==> config.mk <==
export PLATFORM = sky130hd
export DESIGN_NAME = text_mode_renderer_flat
export DESIGN_NICKNAME = d
export VERILOG_FILES = /design/src/rtl/text_mode_renderer_if.sv /design/src/rtl/text_mode_renderer.sv /design/src/flat_wrapper.sv
export SDC_FILE = /design/constraint.sdc
export NUM_CORES = 1
export LEC_CHECK = 0
export ABC_AREA = 1
export CAP_MARGIN = 20
export CORE_ASPECT_RATIO = 1.75
export CORE_MARGIN = 1
export CORE_UTILIZATION = 65
export CTS_BUF_LIST = sky130_fd_sc_hd__clkbuf_8
export DETAILED_ROUTE_END_ITERATION = 10
export DONT_BUFFER_PORTS = 1
export PLACE_DENSITY = 0.85
export SLEW_MARGIN = 20
export SYNTH_ARGS = -nofsm -noshare
export SYNTH_HDL_FRONTEND = slang
export SYNTH_SLANG_ARGS = --single-unit
==> constraint.sdc <==
create_clock -name pixel_clk -period 8.2 [get_ports pixel_clk]
set_input_delay 1.64 -clock pixel_clk [delete_from_list [all_inputs] [get_ports pixel_clk]]
set_output_delay 1.64 -clock pixel_clk [all_outputs]
set_load 0.02 [all_outputs]
==> src/rtl/text_mode_renderer_if.sv <==
// Bus bundle between the text renderer, the timing generator,
// the text-buffer RAM, the font ROM and the video output.
interface text_mode_renderer_if;
    logic        en;
    logic [31:0] h_pos;
    logic [31:0] v_pos;
    logic        h_sync_in;
    logic        v_sync_in;
    logic [11:0] char_addr;
    logic [15:0] char_data;
    logic [11:0] font_addr;
    logic [7:0]  font_data;
    logic        cursor_en;
    logic [6:0]  cursor_col;
    logic [5:0]  cursor_row;
    logic [11:0] rgb;
    logic        h_sync_out;
    logic        v_sync_out;

    // System side: drives position, memory data and cursor; observes the rest.
    modport master (
        output en, h_pos, v_pos, h_sync_in, v_sync_in,
        output char_data, font_data, cursor_en, cursor_col, cursor_row,
        input  char_addr, font_addr, rgb, h_sync_out, v_sync_out
    );

    // Renderer side.
    modport slave (
        input  en, h_pos, v_pos, h_sync_in, v_sync_in,
        input  char_data, font_data, cursor_en, cursor_col, cursor_row,
        output char_addr, font_addr, rgb, h_sync_out, v_sync_out
    );
endinterface

==> src/rtl/text_mode_renderer.sv <==
// Text-mode renderer: 8x16 character cells, 5-clock fixed pipeline
// (char_addr reg -> RAM read -> font_addr reg -> ROM read -> rgb reg),
// with per-cell attributes, blink and an underline-style cursor.
module text_mode_renderer #(
    parameter int   H_PIXELS = 800,
    parameter int   V_PIXELS = 600,
    parameter int   COLS     = 100,
    parameter int   ROWS     = 37,
    parameter logic H_POL    = 1'b1,
    parameter logic V_POL    = 1'b1
) (
    input  logic                 pixel_clk,
    input  logic                 reset,
    text_mode_renderer_if.slave  bus
);
    localparam int STAGES     = 5;
    localparam int TEXT_LINES = ROWS * 16;

    // Per-pixel side-band carried alongside the memory reads.
    logic [4:1]      vld_pipe;       // inside the text area
    logic [4:1]      en_pipe;
    logic [4:1]      cur_pipe;       // cursor shown on this pixel
    logic [4:1]      blink_ph_pipe;  // frame_cnt[4] as seen at the E1 sample
    logic [4:1][2:0] col_pipe;       // pixel column within the cell
    logic [2:1][3:0] line_pipe;      // cell line, consumed at E3
    logic [7:0]      attr3, attr4;
    logic [STAGES:1] hs_pipe, vs_pipe;
    logic [4:0]      frame_cnt;
    logic [11:0]     char_addr_q, font_addr_q, rgb_q;

    logic [31:0] cell_col, cell_row, addr_full;
    logic        active_s0, cursor_s0, frame_hit;

    // E1 decode: cell address, active window, cursor hit, frame marker.
    // Blink phase and cursor phase both use frame_cnt before this
    // sample's own increment.
    always_comb begin
        cell_col  = bus.h_pos >> 3;
        cell_row  = bus.v_pos >> 4;
        addr_full = cell_row * 32'(COLS) + cell_col;
        active_s0 = (bus.h_pos < 32'(H_PIXELS)) && (bus.v_pos < 32'(TEXT_LINES))
                    && (bus.v_pos < 32'(V_PIXELS));
        cursor_s0 = bus.cursor_en && frame_cnt[3]
                    && (cell_col == {25'd0, bus.cursor_col})
                    && (cell_row == {26'd0, bus.cursor_row})
                    && (bus.v_pos[3:1] == 3'b111);
        frame_hit = (bus.h_pos == 32'd0) && (bus.v_pos == 32'd0);
    end

    function automatic logic [3:0] chan(input logic b, input logic i);
        if (b) return i ? 4'hF : 4'hA;
        else   return i ? 4'h5 : 4'h0;
    endfunction

    logic [11:0] fg, bg, pix;
    logic        glyph_bit, show_fg;

    // E5 colour select from the glyph row, attribute, blink and cursor.
    always_comb begin
        fg        = {chan(attr4[2], attr4[3]), chan(attr4[1], attr4[3]), chan(attr4[0], attr4[3])};
        bg        = {chan(attr4[6], 1'b0), chan(attr4[5], 1'b0), chan(attr4[4], 1'b0)};
        glyph_bit = bus.font_data[3'd7 - col_pipe[4]];
        show_fg   = cur_pipe[4] | (glyph_bit & ~(attr4[7] & blink_ph_pipe[4]));
        pix       = (vld_pipe[4] && en_pipe[4]) ? (show_fg ? fg : bg) : 12'h000;
    end

    // Pipeline registers, frame counter and sync delay lines.
    always_ff @(posedge pixel_clk) begin
        if (reset) begin
            char_addr_q   <= '0;
            font_addr_q   <= '0;
            rgb_q         <= '0;
            frame_cnt     <= '0;
            vld_pipe      <= '0;
            en_pipe       <= '0;
            cur_pipe      <= '0;
            blink_ph_pipe <= '0;
            col_pipe      <= '0;
            line_pipe     <= '0;
            attr3         <= '0;
            attr4         <= '0;
            hs_pipe       <= {STAGES{~H_POL}};
            vs_pipe       <= {STAGES{~V_POL}};
        end else begin
            char_addr_q   <= addr_full[11:0];
            vld_pipe      <= {vld_pipe[3:1], active_s0};
            en_pipe       <= {en_pipe[3:1], bus.en};
            cur_pipe      <= {cur_pipe[3:1], cursor_s0};
            blink_ph_pipe <= {blink_ph_pipe[3:1], frame_cnt[4]};
            col_pipe      <= {col_pipe[3:1], bus.h_pos[2:0]};
            line_pipe     <= {line_pipe[1], bus.v_pos[3:0]};
            font_addr_q   <= {bus.char_data[7:0], line_pipe[2]};
            attr3         <= bus.char_data[15:8];
            attr4         <= attr3;
            rgb_q         <= pix;
            hs_pipe       <= {hs_pipe[STAGES-1:1], bus.h_sync_in};
            vs_pipe       <= {vs_pipe[STAGES-1:1], bus.v_sync_in};
            if (frame_hit)
                frame_cnt <= frame_cnt + 5'd1;
        end
    end

    assign bus.char_addr  = char_addr_q;
    assign bus.font_addr  = font_addr_q;
    assign bus.rgb        = rgb_q;
    assign bus.h_sync_out = hs_pipe[STAGES];
    assign bus.v_sync_out = vs_pipe[STAGES];
endmodule

==> src/flat_wrapper.sv <==
// flat-port wrapper written by rule: the top's interface ports become plain ports
module text_mode_renderer_flat 
#(
    parameter int   H_PIXELS = 800,
    parameter int   V_PIXELS = 600,
    parameter int   COLS     = 100,
    parameter int   ROWS     = 37,
    parameter logic H_POL    = 1'b1,
    parameter logic V_POL    = 1'b1
)
  (pixel_clk, reset, bus_en, bus_h_pos, bus_v_pos, bus_h_sync_in, bus_v_sync_in, bus_char_data, bus_font_data, bus_cursor_en, bus_cursor_col, bus_cursor_row, bus_char_addr, bus_font_addr, bus_rgb, bus_h_sync_out, bus_v_sync_out);
  text_mode_renderer_if bus_i ();
  input  logic pixel_clk;
  input  logic reset;
  input wire logic [$bits(bus_i.en)-1:0] bus_en;
  input wire logic [$bits(bus_i.h_pos)-1:0] bus_h_pos;
  input wire logic [$bits(bus_i.v_pos)-1:0] bus_v_pos;
  input wire logic [$bits(bus_i.h_sync_in)-1:0] bus_h_sync_in;
  input wire logic [$bits(bus_i.v_sync_in)-1:0] bus_v_sync_in;
  input wire logic [$bits(bus_i.char_data)-1:0] bus_char_data;
  input wire logic [$bits(bus_i.font_data)-1:0] bus_font_data;
  input wire logic [$bits(bus_i.cursor_en)-1:0] bus_cursor_en;
  input wire logic [$bits(bus_i.cursor_col)-1:0] bus_cursor_col;
  input wire logic [$bits(bus_i.cursor_row)-1:0] bus_cursor_row;
  output wire logic [$bits(bus_i.char_addr)-1:0] bus_char_addr;
  output wire logic [$bits(bus_i.font_addr)-1:0] bus_font_addr;
  output wire logic [$bits(bus_i.rgb)-1:0] bus_rgb;
  output wire logic [$bits(bus_i.h_sync_out)-1:0] bus_h_sync_out;
  output wire logic [$bits(bus_i.v_sync_out)-1:0] bus_v_sync_out;
  assign bus_i.en = bus_en;
  assign bus_i.h_pos = bus_h_pos;
  assign bus_i.v_pos = bus_v_pos;
  assign bus_i.h_sync_in = bus_h_sync_in;
  assign bus_i.v_sync_in = bus_v_sync_in;
  assign bus_i.char_data = bus_char_data;
  assign bus_i.font_data = bus_font_data;
  assign bus_i.cursor_en = bus_cursor_en;
  assign bus_i.cursor_col = bus_cursor_col;
  assign bus_i.cursor_row = bus_cursor_row;
  assign bus_char_addr = bus_i.char_addr;
  assign bus_font_addr = bus_i.font_addr;
  assign bus_rgb = bus_i.rgb;
  assign bus_h_sync_out = bus_i.h_sync_out;
  assign bus_v_sync_out = bus_i.v_sync_out;
  text_mode_renderer #(.H_PIXELS(H_PIXELS), .V_PIXELS(V_PIXELS), .COLS(COLS), .ROWS(ROWS), .H_POL(H_POL), .V_POL(V_POL)) u_core (.pixel_clk(pixel_clk), .reset(reset), .bus(bus_i));
endmodule
[Word-level counts from Yosys, hierarchy flattened]
Index checks and enable logic that the tools add are counted.
Word-level totals
  logic and storage cells: 56
  register bits: 103
  output and inout port bits: 38
Operators by class
  eq/ne operators: 3
  order comparisons: 4
  reduce and logical (&&, ||, !) cells: 11
  $mul: 1
  bitwise gates (word level): 5
  multiplexer cells: 11
  add/sub/neg operators: 3
Operator list (count)
  < comparator 32 x 10 -> 1 bit, second input constant: 3
  logical NOT 32 bit: 2
  == test 29 x 7 -> 1 bit: 1
  == test 28 x 6 -> 1 bit: 1
  multiplier 28 x 5 -> 10 bit, second input constant: 1
  two-way mux 4 bit: 6
  adder 12 bit: 1
  two-way mux 12 bit: 1
  logical AND 1 bit: 8
  two-way mux 3 bit: 2
  adder 5 x 1 -> 5 bit, second input constant: 1
  < comparator 3 x 4 -> 1 bit, second input constant: 1
  binary-select mux 1 bit (select 3 bit): 1
  == test 3 bit, second input constant: 1
  subtractor 3 bit, first input constant: 1
  AND 1 bit: 2
  inverter 1 bit: 2
  OR reduction 2 bit: 1
  two-way mux 1 bit: 1
  OR 1 bit: 1

[Logic depth before layout (Yosys ltp)]
  word-level depth: 6
  gate-level depth with buffers: 18
  mapped depth without buffers: 18

[Worst setup path after synthesis]
OpenSTA, ideal clock, no wires.
  path type: input -> register
  start point: input bus_v_pos[7]
  end point: register u_core.char_addr_q[11] (netlist: u_core.bus.char_addr[11])
  required time: 8085 ps
  cell stages on the path: 17
  setup time: 115 ps
  arrival: 4451 ps
  setup slack: 3634 ps
  cells stage by stage: ha_1 ha_1 inv_1 fa_1 inv_1 ha_1 a21oi_1 o21ai_0 xor2_1 ha_1 a21o_1 a31oi_1 o21ai_0 nor2_1 nand3_2 nand2_1 nor2_1
On the way
  longest elaborated chain between the ends: 2
Ends and longest elaborated chain
  from (decl): RTL line flat_wrapper.sv:17  | input wire logic [$bits(bus_i.v_pos)-1:0] bus_v_pos;
  multiplier 28 x 5 -> 10 bit: RTL line text_mode_renderer.sv:40  | addr_full = cell_row * 32'(COLS) + cell_col;
  adder 12 bit: RTL line text_mode_renderer.sv:40
  to (signal assigned): RTL line text_mode_renderer.sv:85  | char_addr_q <= addr_full[11:0];
  to (decl): RTL line text_mode_renderer.sv:29  | logic [11:0] char_addr_q, font_addr_q, rgb_q;
Every way passes these cells.
A chain may end at the register's enable or synchronous reset.

[Worst setup path after layout]
  start point: input bus_v_pos[7]
  end point: register u_core.char_addr_q[10] (netlist: u_core.bus.char_addr[10])
Same word-level chain as after synthesis.

==> metrics.md <==
| Metric | Value |
|---|---|
| Worst Max-Slew Pin Slew | `0.6035 ns` |
| Worst path most repeated cell | `ha_1` |
| Post-CTS Setup Bufs | `0` |
| DRC violations left | `0` |
| Ys flop type | `dfxtp_1` |
| Multi-input logic area | `about 2000 sq um` |
| Crit path to | `u_core.bus.char_addr[10]` |
| Worst reg2reg endpoint | `u_core.bus.rgb[7]` |
| Clock latency at the later pin of the worst-skew pair | `around 0.34 ns` |
| Grt ovf | `0` |
| Area Overhead vs Synth | `5.232%` |
| Core ar. | `approximately 6600 sq um` |
| Fin area | `~4700 sq um` |
| Worst Path Arrival | `between 4 and 5 ns` |
| TritonRoute pass-1 iters | `4` |
| Setup crit end kind | `register` |
| Register bit total from synthesis | `between 90 and 100` |
| H-Tree Depth | `3` |
| Endpoints failing setup | `0` |
| Hold Vio Cnt, Final | `0` |
| Avg Vias per Cell | `roughly 5.3` |
| Synth Area per Inst | `a little under 8 sq um` |
| CTS sink cnt | `95` |
| First-pass GRT wire length | `between 10 and 15 mm` |
| Fmax | `approximately 220 MHz` |
| Worst Setup SP | `bus_v_pos[7]` |
| R2R depth | `10` |
| Largest net degree at the start of global routing | `85` |
| Area after DPL | `~4500 sq um` |
| Cell chain of the critical path | `inv_1 > ha_1 > ha_1 > fa_1 > ha_1 > a21oi_1 > o21ai_0 > xnor2_1 > inv_1 > ha_1 > nand2_1 > inv_1 > a221oi_1 > nand3_1 > nand2_1 > nor2_1` |
| Critical path peak fanout | `6` |
| HP Class | `reg -> reg` |
| Clock slew at reported path FFs | `0.09 ns` |
| Status | `completed` |
| Die Wd | `between 60 and 70 um` |
| Hold Slack | `~0.39 ns` |
| Crit path time final | `4.466 ns` |
| Total track usage | `0.2659` |
| Die Height | `111.4 um` |
| Syn. warnings | `0` |
| CP Class | `in -> reg` |
| RR Startpoint | `u_core.col_pipe[9]` |
| Post-synth EDFFs | `0` |
| CTS Buf Count | `9` |
| Nets | `between 700 and 800` |
| Period utilization | `0.5446` |
| Initial antenna violation count | `0` |
| Slew margin rel. | `0.5986` |
| Skew final | `between 0.01 and 0.015 ns` |
| Ratio of cells with drive above 1 in the final layout | `0.07706` |
| CP required | `~8.5 ns` |
| DR iter-0 viols | `225` |
| Max-cap violations | `0` |
| Critical path's slowest cell | `fa_1` |
| Final TNS setup | `0 ns` |
| Leak pwr | `around 2.2 nW` |
| Hpwl dp | `roughly 7.3 mm` |
| Worst vdd ir | `about 0.15 mV` |
| CTS max path bufs | `2` |
| Power after layout | `around 1.0 mW` |
| Setup slack, reg-to-reg | `slightly below 7 ns` |
| Post-synth ARST share | `0` |
| # port buffers | `0` |
| Post-synthesis sequential area ratio | `0.4276` |
| Syn nets | `~700` |
| Drt total wl | `9.084 mm` |
| Crit path max-delay family | `adder cells` |
| Final Max Tran Viols | `0` |
| Most common cell after layout, fill and taps aside | `nor2_1` |
| FF+latch area | `around 1900 sq um` |
| RSZ-0062 raised after global routing | `no` |
| FP Rows | `39` |
| Startpoint Class | `input port` |
| Filler instances | `between 500 and 600` |
| Synth cell types | `36` |
| Max incr delay on CP | `roughly 0.46 ns` |
| Hold_buf cts | `0` |
| Critical Path Stages | `16` |
| Final ANT Viol Nets | `0` |
| Critical path buffers and inverters | `3` |
| Io pins | `~150` |
| Pwr/cell area | `about 220 nW/um^2` |
| DR WL/cell | `between 10 and 15 um` |
| CTS tree | `done` |
| CTS root buf | `clkbuf_8` |
| Post-CTS sizing | `0` |
| Routability congestion estimate | `0.8950` |
| Post-synthesis cell area | `4448 sq um` |
| Via count | `about 3400` |
| Commonest cells after routing, fill and taps aside | `nor2_1, inv_1, dfxtp_1, nand2_1, ha_1` |
| Diode count | `0` |
| Die area | `just over 7000 sq um` |
| Initial Utilization | `0.6752` |
| Vias in the first global route | `~3500` |
| Mapped Cells | `about 570` |
## worst register-to-register path, delay by kind of cell (launching register included)
kind	cells	cell delay (ns)
simple gates	6	0.48
compound gates	2	0.18
flops	1	0.41
buf+inv	2	0.17
## cell type report
| type | count | area share |
|---|---|---|
| clock buffer | 10 | 0.02940 |
| tap | 82 | 0.02192 |
| inverter | 122 | 0.09783 |
| multi-input combinational | 338 | 0.4261 |
| sequential | 95 | 0.4066 |
| clock inverter | 6 | 0.01818 |
## logic make-up after synthesis
| kind of cell | after synthesis | share of synthesized area |
|---|---|---|
| buf+inv | 139 | 0.1241 |
| simple gates | 232 | 0.2363 |
| flops | 95 | 0.4276 |
| xor+xnor | 13 | 0.02560 |
| compound gates | 54 | 0.06836 |
| fa+ha+maj | 39 | 0.1181 |
## through the flow
stage,worst slack (ns),cells,utilization
after global routing,3.502,653,0.7105
after detailed placement,3.363,637,0.6765
after CTS,3.759,653,0.7104
after floorplan,3.634,572,-
after global placement,3.513,637,0.6765
final,3.734,653,0.7105
## per-layer routing
metal | track usage | wire (um) | up-vias | share of wire
met3 | 0.08709 | 577 | 18 | 0.064
met2 | 0.5074 | 5085 | 128 | 0.56
met1 | 0.2375 | 3178 | 1557 | 0.35
met5 | 0 | 0 | - | 0
met4 | 0.1333 | 242 | 0 | 0.027
li1 | - | - | 1737 | -
## power by group
| group | internal [mW] | switching [mW] |
|---|---|---|
| combinational | 0.0794 | 0.118 |
| clock | 0.179 | 0.149 |
| sequential | 0.488 | 0.0306 |
| total | 0.746 | 0.297 |
## synthesized netlist by cell type, types with 2 or more instances
cell	instances	share of area
nor4_2	2	0.0056
o21ai_0	13	0.015
a31oi_1	2	0.0028
nand2_2	6	0.0084
o21ai_1	7	0.0079
nand3_2	4	0.0090
o211ai_1	3	0.0051
ha_1	34	0.096
nand3b_1	2	0.0034
xor2_1	5	0.0098
nand2_1	53	0.045
fa_1	5	0.023
nand4_1	8	0.011
nor3_1	7	0.0079
inv_1	112	0.095
a21oi_1	20	0.023
nor4_1	6	0.0084
nor2_1	117	0.099
nand3_1	21	0.024
buf_4	8	0.014
dfxtp_1	95	0.43
xnor2_1	8	0.016
o21bai_1	3	0.0051
inv_2	10	0.0084
clkbuf_1	9	0.0076
nor2_4	2	0.0051
## flip-flops by register name (all words and copies together) (netlist names)
name                  flops
u_core.attr3              8
u_core.attr4              8
u_core.blink_ph_pipe      4
u_core.bus.char_addr     12
u_core.bus.font_addr     12
u_core.bus.rgb            4
u_core.col_pipe          12
u_core.cur_pipe           4
u_core.en_pipe            4
u_core.frame_cnt          5
u_core.hs_pipe            5
u_core.line_pipe          8
u_core.vld_pipe           4
u_core.vs_pipe            5
## how the worst min path moves through the flow
| stage | from | to | cells after the start |
|---|---|---|---|
| 3_3_place_gp | u_core.blink_ph_pipe[3] | u_core.blink_ph_pipe[4] | 2 |
| 3_5_place_dp | u_core.vld_pipe[1] | u_core.vld_pipe[2] | 2 |
| 5_1_grt | u_core.en_pipe[2] | u_core.en_pipe[3] | 2 |
| 4_1_cts | u_core.en_pipe[2] | u_core.en_pipe[3] | 2 |
| 2_1_floorplan | u_core.attr3[0] | u_core.attr4[0] | 2 |
| 6_report | u_core.line_pipe[1] | u_core.line_pipe[5] | 2 |
No activity file was read; power rests on OpenSTA's default activity.
